--- src/rtl/addsub_arb_pkg.sv ---
// Shared types and the round-robin pick function used by addsub_arbiter.
package addsub_arb_pkg;

  localparam int DEF_WIDTH = 8;
  localparam int MAX_NREQ  = 8;
  localparam int MAX_IDW   = 3;

  typedef enum logic { OP_ADD = 1'b0, OP_SUB = 1'b1 } op_e;
  typedef enum logic { ST_EMPTY = 1'b0, ST_FULL = 1'b1 } state_e;

  // First set bit of valid at or after ptr, wrapping at nreq; returns ptr when nothing is set.
  function automatic logic [MAX_IDW-1:0] rr_pick(input logic [MAX_NREQ-1:0] valid,
                                                 input logic [MAX_IDW-1:0]  ptr,
                                                 input int unsigned         nreq);
    logic [MAX_IDW-1:0] pick;
    logic               found;
    int unsigned        idx;
    pick  = ptr;
    found = 1'b0;
    for (int unsigned k = 0; k < MAX_NREQ; k++) begin
      idx = (32'(ptr) + k) % nreq;
      if (!found && (k < nreq) && valid[idx[MAX_IDW-1:0]]) begin
        pick  = idx[MAX_IDW-1:0];
        found = 1'b1;
      end
    end
    return pick;
  endfunction

endpackage

--- src/rtl/addsub_unit.sv ---
// Combinational WIDTH-bit add/subtract with zero flag.
// With ADDSUB_ARB_OVF_EN defined it also reports add carry-out / subtract borrow.
module addsub_unit
  import addsub_arb_pkg::*;
#(
  parameter int WIDTH = DEF_WIDTH
) (
  input  logic             do_sub,
  input  logic [WIDTH-1:0] a,
  input  logic [WIDTH-1:0] b,
  output logic [WIDTH-1:0] out,
`ifdef ADDSUB_ARB_OVF_EN
  output logic             ovf,
`endif
  output logic             is_zero
);

  op_e op;

`ifdef ADDSUB_ARB_OVF_EN
  logic [WIDTH:0] ext;

  // The extra top bit of the widened result is the carry (add) or borrow (sub).
  always_comb begin
    op = op_e'(do_sub);
    case (op)
      OP_SUB:  ext = {1'b0, a} - {1'b0, b};
      default: ext = {1'b0, a} + {1'b0, b};
    endcase
    out     = ext[WIDTH-1:0];
    ovf     = ext[WIDTH];
    is_zero = (ext[WIDTH-1:0] == '0);
  end
`else
  always_comb begin
    op = op_e'(do_sub);
    case (op)
      OP_SUB:  out = a - b;
      default: out = a + b;
    endcase
    is_zero = (out == '0);
  end
`endif

endmodule

--- src/rtl/addsub_arbiter.sv ---
// Round-robin arbiter sharing one add/sub unit among NREQ requesters, with a one-entry
// valid/ready result register. Define ADDSUB_ARB_OVF_EN to add the registered rsp_ovf output.
module addsub_arbiter
  import addsub_arb_pkg::*;
#(
  parameter  int NREQ  = 4,
  parameter  int WIDTH = DEF_WIDTH,
  localparam int IDW   = $clog2(NREQ)
) (
  input  logic                  clk,
  input  logic                  aresetn,
  input  logic [NREQ-1:0]       req_valid,
  output logic [NREQ-1:0]       req_ready,
  input  logic [NREQ-1:0]       req_do_sub,
  input  logic [NREQ*WIDTH-1:0] req_a,
  input  logic [NREQ*WIDTH-1:0] req_b,
  output logic                  rsp_valid,
  input  logic                  rsp_ready,
  output logic [WIDTH-1:0]      rsp_out,
  output logic                  rsp_is_zero,
`ifdef ADDSUB_ARB_OVF_EN
  output logic                  rsp_ovf,
`endif
  output logic [IDW-1:0]        rsp_id
);

  state_e           state_q, state_d;
  logic [WIDTH-1:0] rsp_out_q, rsp_out_d;
  logic             rsp_is_zero_q, rsp_is_zero_d;
  logic [IDW-1:0]   rsp_id_q, rsp_id_d;
  logic [IDW-1:0]   ptr_q, ptr_d;
`ifdef ADDSUB_ARB_OVF_EN
  logic             rsp_ovf_q, rsp_ovf_d;
  logic             unit_ovf;
`endif

  logic [MAX_NREQ-1:0] valid_ext;
  logic [IDW-1:0]      gnt_idx;
  logic                any_valid;
  logic                accept_en;
  logic                xfer;
  logic                gnt_sub;
  logic [WIDTH-1:0]    gnt_a, gnt_b;
  logic [WIDTH-1:0]    unit_out;
  logic                unit_zero;

  // Grant selection and operand steering; nothing is accepted while reset is asserted.
  always_comb begin
    valid_ext           = '0;
    valid_ext[NREQ-1:0] = req_valid;
    gnt_idx             = IDW'(rr_pick(valid_ext, MAX_IDW'(ptr_q), NREQ));
    any_valid           = |req_valid;
    accept_en           = (state_q == ST_EMPTY) || rsp_ready;
    xfer                = aresetn && any_valid && accept_en;
    req_ready           = '0;
    req_ready[gnt_idx]  = xfer;
    gnt_sub             = req_do_sub[gnt_idx];
    gnt_a               = req_a[gnt_idx*WIDTH +: WIDTH];
    gnt_b               = req_b[gnt_idx*WIDTH +: WIDTH];
  end

  addsub_unit #(
    .WIDTH   (WIDTH)
  ) u_unit (
    .do_sub  (gnt_sub),
    .a       (gnt_a),
    .b       (gnt_b),
    .out     (unit_out),
`ifdef ADDSUB_ARB_OVF_EN
    .ovf     (unit_ovf),
`endif
    .is_zero (unit_zero)
  );

  // A transfer always refills the register; otherwise a consumed result just empties it.
  always_comb begin
    state_d       = state_q;
    rsp_out_d     = rsp_out_q;
    rsp_is_zero_d = rsp_is_zero_q;
    rsp_id_d      = rsp_id_q;
    ptr_d         = ptr_q;
`ifdef ADDSUB_ARB_OVF_EN
    rsp_ovf_d     = rsp_ovf_q;
`endif
    if (xfer) begin
      state_d       = ST_FULL;
      rsp_out_d     = unit_out;
      rsp_is_zero_d = unit_zero;
      rsp_id_d      = gnt_idx;
      ptr_d         = (32'(gnt_idx) == NREQ - 1) ? '0 : gnt_idx + 1'b1;
`ifdef ADDSUB_ARB_OVF_EN
      rsp_ovf_d     = unit_ovf;
`endif
    end else if (rsp_ready) begin
      state_d = ST_EMPTY;
    end
  end

  always_ff @(posedge clk or negedge aresetn) begin
    if (!aresetn) begin
      state_q       <= ST_EMPTY;
      rsp_out_q     <= '0;
      rsp_is_zero_q <= 1'b0;
      rsp_id_q      <= '0;
      ptr_q         <= '0;
`ifdef ADDSUB_ARB_OVF_EN
      rsp_ovf_q     <= 1'b0;
`endif
    end else begin
      state_q       <= state_d;
      rsp_out_q     <= rsp_out_d;
      rsp_is_zero_q <= rsp_is_zero_d;
      rsp_id_q      <= rsp_id_d;
      ptr_q         <= ptr_d;
`ifdef ADDSUB_ARB_OVF_EN
      rsp_ovf_q     <= rsp_ovf_d;
`endif
    end
  end

  assign rsp_valid   = (state_q == ST_FULL);
  assign rsp_out     = rsp_out_q;
  assign rsp_is_zero = rsp_is_zero_q;
  assign rsp_id      = rsp_id_q;
`ifdef ADDSUB_ARB_OVF_EN
  assign rsp_ovf     = rsp_ovf_q;
`endif

endmodule

--- config.mk ---
export PLATFORM = sky130hd
export DESIGN_NAME = addsub_arbiter
export DESIGN_NICKNAME = d
export VERILOG_FILES = /design/src/rtl/addsub_arb_pkg.sv /design/src/rtl/addsub_unit.sv /design/src/rtl/addsub_arbiter.sv
export SDC_FILE = /design/constraint.sdc
export NUM_CORES = 1
export LEC_CHECK = 0
export ABC_CLOCK_PERIOD_IN_PS = 4450
export BUFFER_PORTS_ARGS = -buffer_cell sky130_fd_sc_hd__buf_2
export CAP_MARGIN = 20
export CORE_MARGIN = 1.5
export CORE_UTILIZATION = 46
export CTS_BUF_LIST = sky130_fd_sc_hd__clkbuf_4 sky130_fd_sc_hd__clkbuf_8
export DETAILED_ROUTE_END_ITERATION = 10
export GPL_TIMING_DRIVEN = 0
export PLACE_DENSITY = 0.83
export SLEW_MARGIN = 40
export SYNTH_ARGS = -nofsm -noshare
export SYNTH_HDL_FRONTEND = slang
export SYNTH_SLANG_ARGS = --single-unit
--- constraint.sdc ---
create_clock -name clk -period 4.45 [get_ports clk]
set_clock_uncertainty 0.05 [all_clocks]
set_input_delay 0 -clock clk [delete_from_list [all_inputs] [get_ports clk]]
set_output_delay 0 -clock clk [all_outputs]
set_load 0.01 [all_outputs]
==> results.sh <==
export IMPL_grt_overflow_total=0
export IMPL_diodes=0
export IMPL_clock_latency_ps=280
export IMPL_worstSetupPathType="reg -> reg"
export IMPL_vias_per_cell=5.272
export IMPL_status="complete, no violations"
export IMPL_multi_input_area_um2=1150
export IMPL_regArea_um2=350.3
export IMPL_syn_nets=250
export IMPL_synth_cells=162
export IMPL_final_nets=348
export IMPL_initial_core_util_pct=47.85
export IMPL_power_density_nw_per_um2=713.9
export IMPL_hold_violations=0
export IMPL_ir_drop_v=0.0003344
export IMPL_placementRows=21
export IMPL_wl_per_cell_um=12.95
export IMPL_dpl_hpwl_um=3325
export IMPL_antenna_found_initial=0
export IMPL_syn_area_um2=1584
export IMPL_io_pins=91
export IMPL_most_common_layout_cells="buf_2, nor2_1, nand2_1"
export IMPL_port_buffer_count=90
export IMPL_critPathLaunchType="register"
export IMPL_synthMuxAreaShare_pct=27.25
export IMPL_post_route_drc_count=0
export IMPL_final_antenna_net_count=0
export IMPL_setup_violations=0
export IMPL_numCtsBuffers=3
export IMPL_core_area_um2=3311
export IMPL_rsz0062_at_grt="no"
export IMPL_async_reset_ff_share_pct=100.0
export IMPL_r2r_cells=18
export IMPL_arrival_ps=4220
export IMPL_synth_xor_area_share_pct=7.741
export IMPL_finalCritPeriodShare_pct=92.68
export IMPL_cts_setup_buffers=0
export IMPL_synth_top_area_cell="dfrtp_1"
export IMPL_synth_edf_count=0
export IMPL_synthSimpleGateAreaFrac_pct=14.38
export IMPL_grt_use_total_pct=21.31
export IMPL_grt_pass1_vias=1414
export IMPL_cts_resized=0
export IMPL_tritoncts="done"
export IMPL_root_buffer="clkbuf_4"
export IMPL_worst_slack_ps=325.7
export IMPL_grt_max_degree=16
export IMPL_synth_cell_type_count=38
export IMPL_die_area_um2=3804
export IMPL_syn_to_final_growth_pct=36.26
export IMPL_synth_ff_type="dfrtp_1"
export IMPL_max_cap_violations=0
export IMPL_syn_avg_cell_area_um2=9.778
export IMPL_yosys_area_share_adder_pct=10.74
export IMPL_dp_slack_ps=379.0
export IMPL_finalNonFillerCells=305
export IMPL_die_h_um=61.68
export IMPL_nFillCells=301
export IMPL_worst_ep_required_time_ps=4550
export IMPL_ys_ff_latch=14
export IMPL_finalWorstPathRequiredPeriod_ps=4124
export IMPL_finalSetupTns_ps=0
export IMPL_hold_path_class="in -> async"
export IMPL_dr_pass1_iters=4
export IMPL_wl_um=3951
export IMPL_synth_compound_area_share_pct=12.48
export IMPL_reg2reg_slack_ps=330
export IMPL_drive_gt1_share_pct=45.17
export IMPL_synth_warnings=0
export IMPL_clock_path_buffers=2
export IMPL_drtIter0Drc=30
export IMPL_gp_congestion=0.7943
export IMPL_vias=1608
export IMPL_die_w_um=61.68
export IMPL_synth_top_cell_area_share_pct=22.12
export IMPL_r2r_start="ptr_q[1]"
export IMPL_grt_pass1_wl_um=5996
export IMPL_synthTopCellsByArea="dfrtp_1, mux4_2, ha_1"
export IMPL_path_clk_slew_ps=90
export IMPL_worst_pin_slew_ps=444.6
export IMPL_cts_htree_levels=1
export IMPL_ctsHoldBuffers=3
export IMPL_crit_fanout=10
export IMPL_final_common_cell="buf_2"
export IMPL_slew_headroom_pct=70.36
export IMPL_clock_sinks=14
export IMPL_critical_path_endpoint_type="register"
export IMPL_r2r_end="rsp_out[7]"
export IMPL_max_freq_mhz=242.5
export IMPL_p_total_mw=1.541
export IMPL_placed_cells=298
export IMPL_synth_seq_area_share_pct=22.12
export IMPL_p_leak_nw=1.090
export IMPL_synth_top_family_by_area="multiplexers"
export IMPL_slew_viol_final=0
-- synth_stat cells (all sizes together) (2+ instances only) --
| cell type | n |
|---|---|
| xnor2 | 9 |
| o21ai | 11 |
| o21a | 3 |
| inv | 13 |
| o31ai | 2 |
| a21oi | 7 |
| nand2b | 3 |
| mux2i | 3 |
| nor3 | 4 |
| mux2 | 6 |
| buf | 3 |
| mux4 | 14 |
| ha | 12 |
| nand2 | 16 |
| dfrtp | 14 |
| nor2b | 5 |
| clkbuf | 3 |
| nor2 | 17 |
| xor2 | 5 |
-- through the flow --
stage / cell area (µm²) / util, % / hold slack [ps]
after global routing: 2158 / 65.19 / 123.8
after floorplan: 1584 / - / -345.6
after CTS: 2158 / 65.19 / 93.60
final: 2158 / 65.19 / 88.07
after global placement: 2092 / 63.19 / -133.0
after detailed placement: 2092 / 63.19 / -133.6
-- critical path, stage by stage (launching register included) --
cell      delay (ps)
dfrtp_1          450
nand2_1           90
a21oi_1           80
o211ai_2         220
buf_6            200
mux4_2           560
inv_1             90
ha_1             220
mux2_2           290
inv_1             60
ha_1             210
nor2b_1          140
o31ai_1          290
a21oi_1          160
o21ai_0          210
nand2b_1         100
xnor2_1          140
xnor2_1          290
o21ai_0          130
-- flip-flops by register name (all words and copies together), names as in the netlist --
signal,count
rsp_is_zero,1
rsp_out,8
rsp_id,2
ptr_q,2
rsp_valid,1
-- worst max path at each step --
| stage | cells past startpoint | to | slack [ps] | from |
|---|---|---|---|---|
| floorplan | 18 | rsp_is_zero | 790 | ptr_q[1] |
| global placement | 18 | rsp_is_zero | 500 | ptr_q[1] |
| detailed placement | 18 | rsp_out[7] | 380 | ptr_q[1] |
| CTS | 18 | rsp_is_zero | 350 | ptr_q[1] |
| global route | 18 | rsp_is_zero | 20 | ptr_q[0] |
| finish | 18 | rsp_out[7] | 330 | ptr_q[1] |
-- layout make-up --
class	count	area share, %
inverters	13	2.261
flip-flops and latches	14	16.23
well taps	46	2.667
plain buffers	6	1.623
multi-input cells	129	53.28
clock buffers	4	1.681
repair buffers	93	22.26
-- metal layers --
metal | vias to the layer above | part of all wire [%] | GRT usage (%)
li1 | 779 | - | -
met1 | 771 | 40 | 27.27
met2 | 52 | 52 | 36.09
met3 | 6 | 6.9 | 6.303
met4 | 0 | 1.3 | 3.951
met5 | - | 0 | 0
-- report_power, final --
part | total [mW] | internal [mW] | switching, mW
registers | 0.218 | 0.185 | 0.0334
logic | 1.23 | 0.591 | 0.639
clock network | 0.0926 | 0.0498 | 0.0428
total | 1.54 | 0.825 | 0.716
-- cells by family (layout without fill, tap and decap cells) --
| family | after synthesis | after routing |
|---|---|---|
| DFF | 14 | 14 |
| and+or+nand+nor | 48 | 48 |
| buffers and inverters | 19 | 116 |
| AOI/OAI and AO/OA | 31 | 31 |
| xor gates and xnor gates | 14 | 14 |
| adders and majority gates | 13 | 13 |
| muxes | 23 | 23 |
Power figures use the tool's default switching activity.
